[config.mk]
export PLATFORM = sky130hd
export DESIGN_NAME = led_pattern_seq
export DESIGN_NICKNAME = d
export VERILOG_FILES = /design/src/rtl/led_seq_pkg.sv /design/src/rtl/led_tick_gen.sv /design/src/rtl/led_pattern_seq.sv
export SDC_FILE = /design/constraint.sdc
export NUM_CORES = 1
export LEC_CHECK = 0
export BUFFER_PORTS_ARGS = -buffer_cell sky130_fd_sc_hd__buf_2
export CAP_MARGIN = 0
export CORE_MARGIN = 1
export CORE_UTILIZATION = 33
export DETAILED_ROUTE_END_ITERATION = 8
export RECOVER_POWER = 100
export SYNTH_ARGS = -nofsm -noshare
export SYNTH_HDL_FRONTEND = slang
export SYNTH_SLANG_ARGS = --single-unit
[constraint.sdc]
create_clock -name clk -period 4.6 [get_ports clk]
set_clock_uncertainty 0.05 [all_clocks]
set_input_delay 0.46 -clock clk [delete_from_list [all_inputs] [get_ports clk]]
set_output_delay 0.46 -clock clk [all_outputs]
set_load 0.05 [all_outputs]
[src/rtl/led_seq_pkg.sv]
// -----------------------------------------------------------------------------
// led_seq_pkg
// Shared definitions for the LED pattern sequencer.
//   mode_e   : pattern select encoding (converge/diverge, walking one,
//              bar fill, blink).
//   seq_len  : number of steps in one full sequence for a given mode/width.
//   pattern  : LED vector for a given mode/step/width. Bits at or above
//              led_w are always 0. Any step outside the sequence decodes
//              to all off.
// LED widths up to LED_W_MAX are supported.
// -----------------------------------------------------------------------------
package led_seq_pkg;

    localparam int LED_W_MAX = 64;

    typedef enum logic [1:0] {
        MODE_CONV  = 2'd0,
        MODE_WALK  = 2'd1,
        MODE_BAR   = 2'd2,
        MODE_BLINK = 2'd3
    } mode_e;

    // Sequence length N(mode); step runs 0..N-1.
    function automatic int seq_len(input logic [1:0] mode, input int led_w);
        int n;
        case (mode)
            MODE_CONV:  n = led_w + 32'sd2;
            MODE_WALK:  n = led_w + 32'sd1;
            MODE_BAR:   n = led_w + 32'sd1;
            MODE_BLINK: n = 32'sd2;
            default:    n = 32'sd2;
        endcase
        return n;
    endfunction

    // Active-high LED pattern for one step.
    function automatic logic [LED_W_MAX-1:0] pattern(input logic [1:0] mode,
                                                     input int         step,
                                                     input int         led_w);
        logic [LED_W_MAX-1:0] p;
        int                   h;
        int                   k;
        p = '0;
        h = led_w / 32'sd2;
        // The diverging half (steps H+2..LED_W+1) mirrors the converging half,
        // so fold it onto an equivalent converging index k (0 means dark).
        if ((step >= 32'sd1) && (step <= h)) begin
            k = step;
        end else if ((step >= h + 32'sd2) && (step <= led_w + 32'sd1)) begin
            k = led_w + 32'sd2 - step;
        end else begin
            k = 32'sd0;
        end
        for (int i = 0; i < LED_W_MAX; i++) begin
            if (i < led_w) begin
                case (mode)
                    MODE_CONV:  p[i] = (k != 32'sd0) &&
                                       ((i == k - 32'sd1) || (i == led_w - k));
                    MODE_WALK:  p[i] = (step >= 32'sd1) && (step <= led_w) &&
                                       (i == step - 32'sd1);
                    MODE_BAR:   p[i] = (step >= 32'sd1) && (step <= led_w) &&
                                       (i < step);
                    MODE_BLINK: p[i] = (step == 32'sd1);
                    default:    p[i] = 1'b0;
                endcase
            end else begin
                p[i] = 1'b0;
            end
        end
        return p;
    endfunction

endpackage

[src/rtl/led_tick_gen.sv]
// -----------------------------------------------------------------------------
// led_tick_gen
// Step-rate divider. A counter runs 0..TICK_DIV-1 and wraps; tick is a
// registered one-cycle pulse in the cycle after the counter reaches its last
// value, so ticks are TICK_DIV cycles apart and the first one arrives
// TICK_DIV cycles after en rises or reset releases.
// Ports:
//   clk   in  clock
//   rst_n in  asynchronous active-low reset
//   en    in  enable; while low the counter is held at 0 and tick is 0
//   tick  out one-cycle pulse per divider period
// -----------------------------------------------------------------------------
module led_tick_gen
    import led_seq_pkg::*;
#(
    parameter int TICK_DIV = 3500000
) (
    input  logic clk,
    input  logic rst_n,
    input  logic en,
    output logic tick
);

    localparam int               CNT_W    = (TICK_DIV > 1) ? $clog2(TICK_DIV) : 1;
    localparam logic [CNT_W-1:0] CNT_LAST = CNT_W'(TICK_DIV - 1);

    logic [CNT_W-1:0] cnt_q;
    logic [CNT_W-1:0] cnt_d;
    logic             tick_q;
    logic             tick_d;

    // Next-state for the divider count and the tick pulse.
    always_comb begin
        cnt_d  = cnt_q;
        tick_d = 1'b0;
        if (!en) begin
            cnt_d  = '0;
            tick_d = 1'b0;
        end else if (cnt_q == CNT_LAST) begin
            cnt_d  = '0;
            tick_d = 1'b1;
        end else begin
            cnt_d  = cnt_q + CNT_W'(1);
            tick_d = 1'b0;
        end
    end

    // Divider state registers.
    always_ff @(posedge clk or negedge rst_n) begin
        if (!rst_n) begin
            cnt_q  <= '0;
            tick_q <= 1'b0;
        end else begin
            cnt_q  <= cnt_d;
            tick_q <= tick_d;
        end
    end

    assign tick = tick_q;

endmodule

[src/rtl/led_pattern_seq.sv]
// -----------------------------------------------------------------------------
// led_pattern_seq
// Parametrised LED pattern sequencer. A tick divider paces a step counter
// that advances while the lag-quality condition holds and falls back to
// step 0 otherwise. Four patterns are selectable; a sticky fault flag records
// a condition failure mid-sequence and seq_done pulses on every wrap.
// Ports:
//   clk       in  clock
//   rst_n     in  asynchronous active-low reset
//   en        in  sequencer enable (low: step and led go dark next clock)
//   mode      in  pattern select (see led_seq_pkg::mode_e)
//   lag_xq    in  lag leading term, must be 0 for the condition to hold
//   lag_xh    in  lag trailing term, must be < THRESH (unsigned)
//   clr_fault in  synchronous fault clear (a simultaneous set wins)
//   led       out registered LED drive, one cycle behind step
//   step      out current step index
//   tick      out one-cycle pulse per divider period
//   seq_done  out one-cycle pulse when the sequence wraps to step 0
//   fault     out sticky condition-failure flag
// Build option:
//   LED_ACTIVE_LOW_EN - when defined, led is driven inverted (dark = all
//   ones, including the reset and disabled value) for sinking drivers.
// -----------------------------------------------------------------------------
module led_pattern_seq
    import led_seq_pkg::*;
#(
    parameter int                LED_W    = 8,
    parameter int                DATA_W   = 8,
    parameter int                TICK_DIV = 3500000,
    parameter logic [DATA_W-1:0] THRESH   = DATA_W'(8'h55)
) (
    input  logic                         clk,
    input  logic                         rst_n,
    input  logic                         en,
    input  logic [1:0]                   mode,
    input  logic [DATA_W-1:0]            lag_xq,
    input  logic [DATA_W-1:0]            lag_xh,
    input  logic                         clr_fault,
    output logic [LED_W-1:0]             led,
    output logic [$clog2(LED_W+2)-1:0]   step,
    output logic                         tick,
    output logic                         seq_done,
    output logic                         fault
);

    localparam int STEP_W = $clog2(LED_W + 2);

`ifdef LED_ACTIVE_LOW_EN
    localparam logic [LED_W-1:0] LED_OFF = {LED_W{1'b1}};
`else
    localparam logic [LED_W-1:0] LED_OFF = {LED_W{1'b0}};
`endif

    logic              tick_s;
    logic              ok_s;
    logic              last_s;
    logic              mode_chg_s;
    logic [LED_W-1:0]  pat_s;

    logic [STEP_W-1:0] step_q;
    logic [STEP_W-1:0] step_d;
    logic [1:0]        mode_q;
    logic [LED_W-1:0]  led_q;
    logic [LED_W-1:0]  led_d;
    logic              seq_done_q;
    logic              seq_done_d;
    logic              fault_q;
    logic              fault_d;

    led_tick_gen #(
        .TICK_DIV (TICK_DIV)
    ) u_tick_gen (
        .clk   (clk),
        .rst_n (rst_n),
        .en    (en),
        .tick  (tick_s)
    );

    // Condition, wrap detect and pattern lookup. mode_q (not mode) is used
    // so that step and decode always refer to the same sequence length.
    always_comb begin
        ok_s       = (lag_xq == '0) && (lag_xh < THRESH);
        last_s     = (int'(step_q) == seq_len(mode_q, LED_W) - 32'sd1);
        mode_chg_s = (mode != mode_q);
        pat_s      = LED_W'(pattern(mode_q, int'(step_q), LED_W));
    end

    // Step counter, wrap pulse and fault flag next-state.
    always_comb begin
        step_d     = step_q;
        seq_done_d = 1'b0;
        if (clr_fault) begin
            fault_d = 1'b0;
        end else begin
            fault_d = fault_q;
        end
        if (!en) begin
            step_d = '0;
        end else if (mode_chg_s) begin
            // Restart on a mode switch; a coincident tick is dropped so the
            // old step never runs past the new sequence length.
            step_d = '0;
        end else if (tick_s) begin
            if (ok_s) begin
                if (last_s) begin
                    step_d     = '0;
                    seq_done_d = 1'b1;
                end else begin
                    step_d = step_q + STEP_W'(1);
                end
            end else begin
                step_d = '0;
                // Set overrides a same-cycle clear.
                if (step_q != '0) begin
                    fault_d = 1'b1;
                end else begin
                    fault_d = fault_d;
                end
            end
        end else begin
            step_d = step_q;
        end
    end

    // LED drive next-state; polarity is applied by XOR with the dark value.
    always_comb begin
        if (!en) begin
            led_d = LED_OFF;
        end else begin
            led_d = pat_s ^ LED_OFF;
        end
    end

    // Sequencer state registers.
    always_ff @(posedge clk or negedge rst_n) begin
        if (!rst_n) begin
            step_q     <= '0;
            mode_q     <= 2'd0;
            led_q      <= LED_OFF;
            seq_done_q <= 1'b0;
            fault_q    <= 1'b0;
        end else begin
            step_q     <= step_d;
            mode_q     <= mode;
            led_q      <= led_d;
            seq_done_q <= seq_done_d;
            fault_q    <= fault_d;
        end
    end

    assign led      = led_q;
    assign step     = step_q;
    assign tick     = tick_s;
    assign seq_done = seq_done_q;
    assign fault    = fault_q;

endmodule

==> results of run 1 <==
[layer usage]
layer	vias to the layer above	GRT usage
met1	1130	0.191
met5	-	0
li1	1203	-
met3	9	0.0480
met2	45	0.268
met4	0	0.0423
[worst max-delay path, stage by stage, from the launching register on]
cell	delay, ns
dfrtp_1	0.57
inv_1	0.26
ha_1	0.33
nor2_1	0.11
buf_4	0.16
nor3_1	0.08
nor2_1	0.46
nand2_1	0.11
ha_1	0.28
or4b_1	0.50
or4_1	0.49
nor2_4	0.15
a41oi_1	0.12
a2111oi_0	0.34
[report_power, final]
part	switching [uW]	internal (uW)
Sequential	4.12	347
Clock	124	106
Combinational	35.6	19.0
Total	164	472
[layout make-up]
cell class	instances	area (um2)	area share
inverter	14	52.6	0.0170
clock inverter	2	12.5	0.00405
timing repair buffer	40	188	0.0607
clock buffer	6	72.6	0.0235
multi-input combinational	245	1660	0.537
sequential	39	976	0.316
tap	105	131	0.0425
[cell families (layout without fill, tap and decap cells)]
| group | count (synthesis) | after routing | synth area share |
|---|---|---|---|
| AO/OA/AOI/OAI | 60 | 60 | 0.165 |
| XOR/XNOR | 24 | 24 | 0.0759 |
| AND/OR/NAND/NOR | 140 | 140 | 0.272 |
| adder cells (fa/ha/maj) | 21 | 21 | 0.0949 |
| buffers and inverters | 26 | 62 | 0.0398 |
| flip-flops | 39 | 39 | 0.352 |
[registers in the layout, summed over array words and instances (netlist names)]
name / cells
seq_done: 1
fault: 1
mode_q: 2
u_tick_gen.tick: 1
u_tick_gen.cnt_q: 22
led: 8
step: 4
[placed cells by master, fill, tap and decap left out, drive strengths merged, types with 4 or more instances in the layout]
master / Yosys / final
xor2: 10 / 10
o21ai: 13 / 13
a221oi: 6 / 6
nand2b: 4 / 4
a211oi: 4 / 4
xnor2: 14 / 14
nand4: 10 / 10
nor4: 5 / 5
nor2b: 7 / 7
nand4b: 4 / 4
nor2: 39 / 39
nand2: 24 / 24
a31oi: 7 / 7
ha: 21 / 21
a2111oi: 4 / 4
dfrtp: 39 / 39
a21oi: 7 / 7
nor3b: 5 / 5
nand3: 15 / 15
buf: 8 / 22
inv: 14 / 14
nor3: 9 / 9
and3: 5 / 5
clkbuf: 4 / 24
[worst paths after layout]
kind	end	slack (ns)	cells past startpoint
worst min register to register	u_tick_gen.cnt_q[0]$_DFF_PN0_	0.44	1
min in group asynchronous	u_tick_gen.cnt_q[9]$_DFF_PN0_	0.68	1
worst min-delay path	mode_q[0]$_DFF_PN0_	0.26	1
worst max register to register	led[0]$_DFF_PN0_	0.46	13
worst max-delay path	led[0]$_DFF_PN0_	0.46	13
max in group asynchronous	led[2]$_DFF_PN0_	2.67	1
[stage by stage]
step	util	hold slack, ns	worst slack, ns	cell area, um2	cells
4_1_cts	0.384	0.230	0.557	3140	451
3_5_place_dp	0.373	0.434	0.584	3050	443
2_1_floorplan	-	0.114	0.347	2770	310
3_3_place_gp	0.373	0.428	0.587	3050	443
5_1_grt	0.378	0.234	0.0816	3090	451
6_report	0.378	0.256	0.460	3090	451
[Yosys cell counts (7+ instances only)]
library cell  instances  area, um2
a21oi_1               7       35.0
a31oi_1               7       43.8
buf_2                 7       35.0
dfrtp_1              39        976
ha_1                 21        263
inv_1                14       52.6
nand2_1              24       90.1
nand3_1              15       75.1
nand4_1              10       62.6
nor2_1               38        143
nor2b_1               7       43.8
nor3_1                7       35.0
o21ai_0              11       55.1
xnor2_1              14        123
xor2_1               10       87.6
==> impl_metrics.py, run 1 <==
metrics = {
    "cts": {
        "cts-root-buf": "clkbuf_8",
        "cts_tree": "built",
        "cts_buffers": 5,
        "clock_latency_ns": 0.29,
        "cts_setup_buffers": 0,
        "htreeDepth": 2,
        "cts_hold_buf": 0,
        "clock_sinks": 39,
        "cts-resized-gates": 0,
        "cts_buffer_depth": 2,
        "clk_transition_reported_paths_ns": 0.08,
    },
    "layout": {
        "drive_gt1_frac": 0.107,
        "area_growth_pct": 11.7,
        "fillers": 855,
        "finalNetCount": 388,
        "antenna_cells": 0,
    },
    "global_route": {
        "grt_start_max_net_pins": 40,
        "antenna_found_initial": 0,
        "grt_first_pass_wirelength_um": 10700,
        "overflow": 0,
        "track_usage": 0.157,
        "grt_pass1_vias": 2301,
    },
    "detailed_routing": {
        "via_per_inst": 5.29,
        "first_iter_violations": 89,
        "ant_nets": 0,
        "first_pass_iters": 4,
        "drcViolationCount": 0,
        "wl_met2_um": 3030,
        "wl_met1_um": 2930,
        "met3_length_um": 304,
        "top_layer": "met4",
        "num_vias": 2387,
        "wirelength_um": 6340,
        "routedWlPerCell_um": 14.1,
    },
    "die": {
        "dieArea_mm2": 0.00876,
        "start_util": 0.339,
        "fp.dieW_um": 93.6,
        "die_height_um": 93.6,
        "row_count": 33,
        "ios": 37,
        "core_area_mm2": 0.00818,
    },
    "outcome": {
        "violations": "max-capacitance violations, max-slew violations",
        "outcome": "complete, but fails checks",
    },
    "synth": {
        "postSynthCellCount": 310,
        "ys.warnings.count": 0,
        "syn_avg_cell_area_um2": 8.93,
        "async_reset_ff_frac": 1.00,
        "ys.flop_type": "dfrtp_1",
        "synthesis.nets": 353,
        "yosysSeqAreaShare": 0.352,
        "netlist_area_mm2": 0.00277,
        "ys_ff_latch": 39,
        "synth_cell_types": 56,
        "synth_enable_flop_cells": 0,
    },
    "sta": {
        "worstMarginPinSlew_ns": 2.01,
        "setup_viol": 0,
        "slew_headroom": -0.341,
        "drv_slew": 40,
        "min_period_over_period": 0.900,
        "fmax_mhz": 242,
        "setup_tns_ns": 0,
        "fin_crit_ns": 4.14,
        "finalHoldViolCount": 0,
        "rsz0062_at_grt": "false",
    },
    "critical_path": {
        "required_ns": 4.71,
        "crit_type": "reg -> reg",
        "crit_path_max_fanout": 11,
        "cp_data_arrival_time_ns": 4.25,
        "setup.worst_path.start": "step[0]$_DFFE_PN0P_",
        "cp-end-kind": "flop",
        "rr_startpoint": "step[0]$_DFFE_PN0P_",
        "start_kind": "flop",
    },
    "power_and_ir_drop": {
        "powerDensity_mw_per_mm2": 206,
        "max-vdd-ir-drop_mv": 0.0979,
        "power.total_uw": 636,
        "p_leak_uw": 0.00130,
    },
    "hold_path": {
        "hold_path.class": "in -> reg",
        "min_from": "mode[0]",
    },
    "placement": {
        "gp_congestion": 0.855,
        "portBuffers": 36,
        "dp_hpwl_um": 4710,
    },
    "flow_run": {
        "drv_cap": 1,
    },
}
Power figures use the tool's default switching activity.
==> run 2: changes to the inputs <==
--- a/config.mk
+++ b/config.mk
@@ -9,5 +9,5 @@
 export CAP_MARGIN = 0
-export CORE_MARGIN = 1
-export CORE_UTILIZATION = 33
+export CORE_UTILIZATION = 58
 export DETAILED_ROUTE_END_ITERATION = 8
+export PLACE_DENSITY = 0.8
 export RECOVER_POWER = 100
==> constraint.sdc (replaced) <==
create_clock -name clk -period 4.6 [get_ports clk]
set_clock_uncertainty 0.05 [all_clocks]
set_input_delay 1.15 -clock clk [delete_from_list [all_inputs] [get_ports clk]]
set_output_delay 1.15 -clock clk [all_outputs]
set_load 0.05 [all_outputs]
==> run 2 against run 1 <==
Compared with the run above:
- the flow finishes with violations (design-rule violations, max-capacitance violations, max-slew violations)
- register-to-register slack lost 0.08 ns
- power grew 7.9%
- combinational power barely moved
- critical endpoint is now led[2]$_DFF_PN0_
==> impl_metrics.py, run 2 (synthesized netlist as in run 1, its figures left out) <==
metrics = {
    "placement": {
        "portBuffers": 36,
        "gp_congestion": 0.953,
        "post_dp_cell_area_mm2": 0.00297,
        "dp_hpwl_um": 4300,
        "dp_slack_ns": 0.372,
    },
    "sta": {
        "finalHoldViolCount": 0,
        "fin_crit_ns": 4.22,
        "worstMarginPinSlew_ns": 2.02,
        "rsz0062_at_grt": "false",
        "fmax_mhz": 237,
        "min_period_over_period": 0.918,
        "setup_tns_ns": 0,
        "drv_slew": 40,
        "slew_headroom": -0.348,
        "setup_ws_ns": 0.377,
        "setup_viol": 0,
    },
    "cts": {
        "clock_sinks": 39,
        "cts_setup_buffers": 0,
        "cts-resized-gates": 0,
        "cts_buffers": 5,
        "cts_hold_buf": 0,
        "htreeDepth": 2,
        "cts_buffer_depth": 2,
        "cts-root-buf": "clkbuf_8",
        "clock_latency_ns": 0.29,
        "clk_transition_reported_paths_ns": 0.08,
        "cts_tree": "built",
    },
    "detailed_routing": {
        "num_vias": 2470,
        "ant_nets": 0,
        "wirelength_um": 6120,
        "first_pass_iters": 6,
        "routedWlPerCell_um": 15.5,
        "drcViolationCount": 3,
        "first_iter_violations": 273,
        "via_per_inst": 6.25,
    },
    "critical_path": {
        "max_stage_delay_ns": 0.52,
        "r2r_cells": 12,
        "crit_type": "reg -> reg",
        "required_ns": 4.73,
        "crit_chain": "inv_1, ha_1, nor2_2, nor3_1, nor2_1, nand2_1, ha_1, or4b_1, or4_4, nor2_4, a41oi_1, a221oi_1",
        "start_kind": "flop",
        "r2r_end": "led[2]$_DFF_PN0_",
        "crit_path_max_fanout": 10,
        "rrSetupSlack_ns": 0.38,
        "critPathSlowestCell": "dfrtp_1",
        "cp-end-kind": "flop",
        "cpMostUsedCell": "ha_1",
        "cp_data_arrival_time_ns": 4.36,
        "rr_startpoint": "step[0]$_DFFE_PN0P_",
    },
    "hold_path": {
        "min_from": "u_tick_gen.cnt_q[0]$_DFF_PN0_",
        "hold_end": "u_tick_gen.cnt_q[0]$_DFF_PN0_",
        "min_delay_path_depth": 1,
        "hold_path.class": "reg -> reg",
    },
    "layout": {
        "stdcell_area_mm2": 0.00305,
        "final_cell_mix": "39 x dfrtp_1, 37 x nor2_1, 24 x nand2_1, 21 x ha_1",
        "drive_gt1_frac": 0.111,
        "largest_reg_flops": 22,
        "finalNetCount": 386,
        "fillers": 366,
        "final_common_cell": "dfrtp_1",
        "antenna_cells": 0,
        "top_register": "u_tick_gen.cnt_q",
        "area_growth_pct": 9.99,
    },
    "global_route": {
        "grt_pass1_vias": 2370,
        "antenna_found_initial": 0,
        "overflow": 0,
        "grt_first_pass_wirelength_um": 10800,
        "track_usage": 0.267,
        "grt_start_max_net_pins": 40,
    },
    "power_and_ir_drop": {
        "powerDensity_mw_per_mm2": 225,
        "max-vdd-ir-drop_mv": 0.138,
        "power.total_uw": 686,
        "p_leak_uw": 0.00130,
    },
    "die": {
        "die_height_um": 71.1,
        "row_count": 24,
        "fp.dieW_um": 71.1,
        "ios": 37,
        "core_area_mm2": 0.00447,
        "dieArea_mm2": 0.00505,
        "start_util": 0.619,
    },
    "outcome": {
        "outcome": "complete, but fails checks",
        "violations": "design-rule violations, max-capacitance violations, max-slew violations",
    },
    "flow_run": {
        "drv_cap": 1,
    },
}
==> run 2: metal layers <==
layer | part of all wire | vias up | track usage
met4 | 0.021 | 0 | 0.100
met1 | 0.47 | 1140 | 0.372
met5 | 0 | - | 0
met2 | 0.43 | 113 | 0.416
met3 | 0.079 | 16 | 0.0484
li1 | - | 1201 | -
==> run 2: worst max path at each step <==
stage / to / from
floorplan: led[4]$_DFF_PN0_ / step[1]$_DFFE_PN0P_
global placement: led[4]$_DFF_PN0_ / step[0]$_DFFE_PN0P_
detailed placement: led[4]$_DFF_PN0_ / step[0]$_DFFE_PN0P_
CTS: led[2]$_DFF_PN0_ / step[0]$_DFFE_PN0P_
global route: led[1]$_DFF_PN0_ / step[0]$_DFFE_PN0P_
finish: led[2]$_DFF_PN0_ / step[0]$_DFFE_PN0P_
==> run 2: cell type report <==
class                           instances  area (um2)  share of cell area
Multi-Input combinational cell        245        1670               0.549
Sequential cell                        39         976               0.320
Timing Repair Buffer                   38         173              0.0567
Clock buffer                            5        68.8              0.0226
Tap cell                               52        65.1              0.0214
Inverter                               14        52.6              0.0173
Clock inverter                          2        37.5              0.0123
==> run 2: where the power goes <==
group	total, uW	internal (uW)	switching (uW)
logic	54.9	19.0	35.9
registers	351	347	4.03
clock network	280	158	122
==> run 2: worst max-delay path, delay by kind of cell (launching register included) <==
kind,cells,cell delay [ns]
flip-flops,1,0.52
buffers and inverters,1,0.24
adder cells (fa/ha/maj),2,0.61
AO/OA/AOI/OAI,2,0.51
AND/OR/NAND/NOR,7,2.17
==> run 2: metrics by stage <==
stage | instances | hold slack, ns | util
global placement | 388 | 0.432 | 0.664
global route | 395 | 0.481 | 0.681
floorplan | 310 | 0.405 | -
finish | 395 | 0.446 | 0.681
CTS | 395 | 0.448 | 0.688
detailed placement | 388 | 0.434 | 0.664
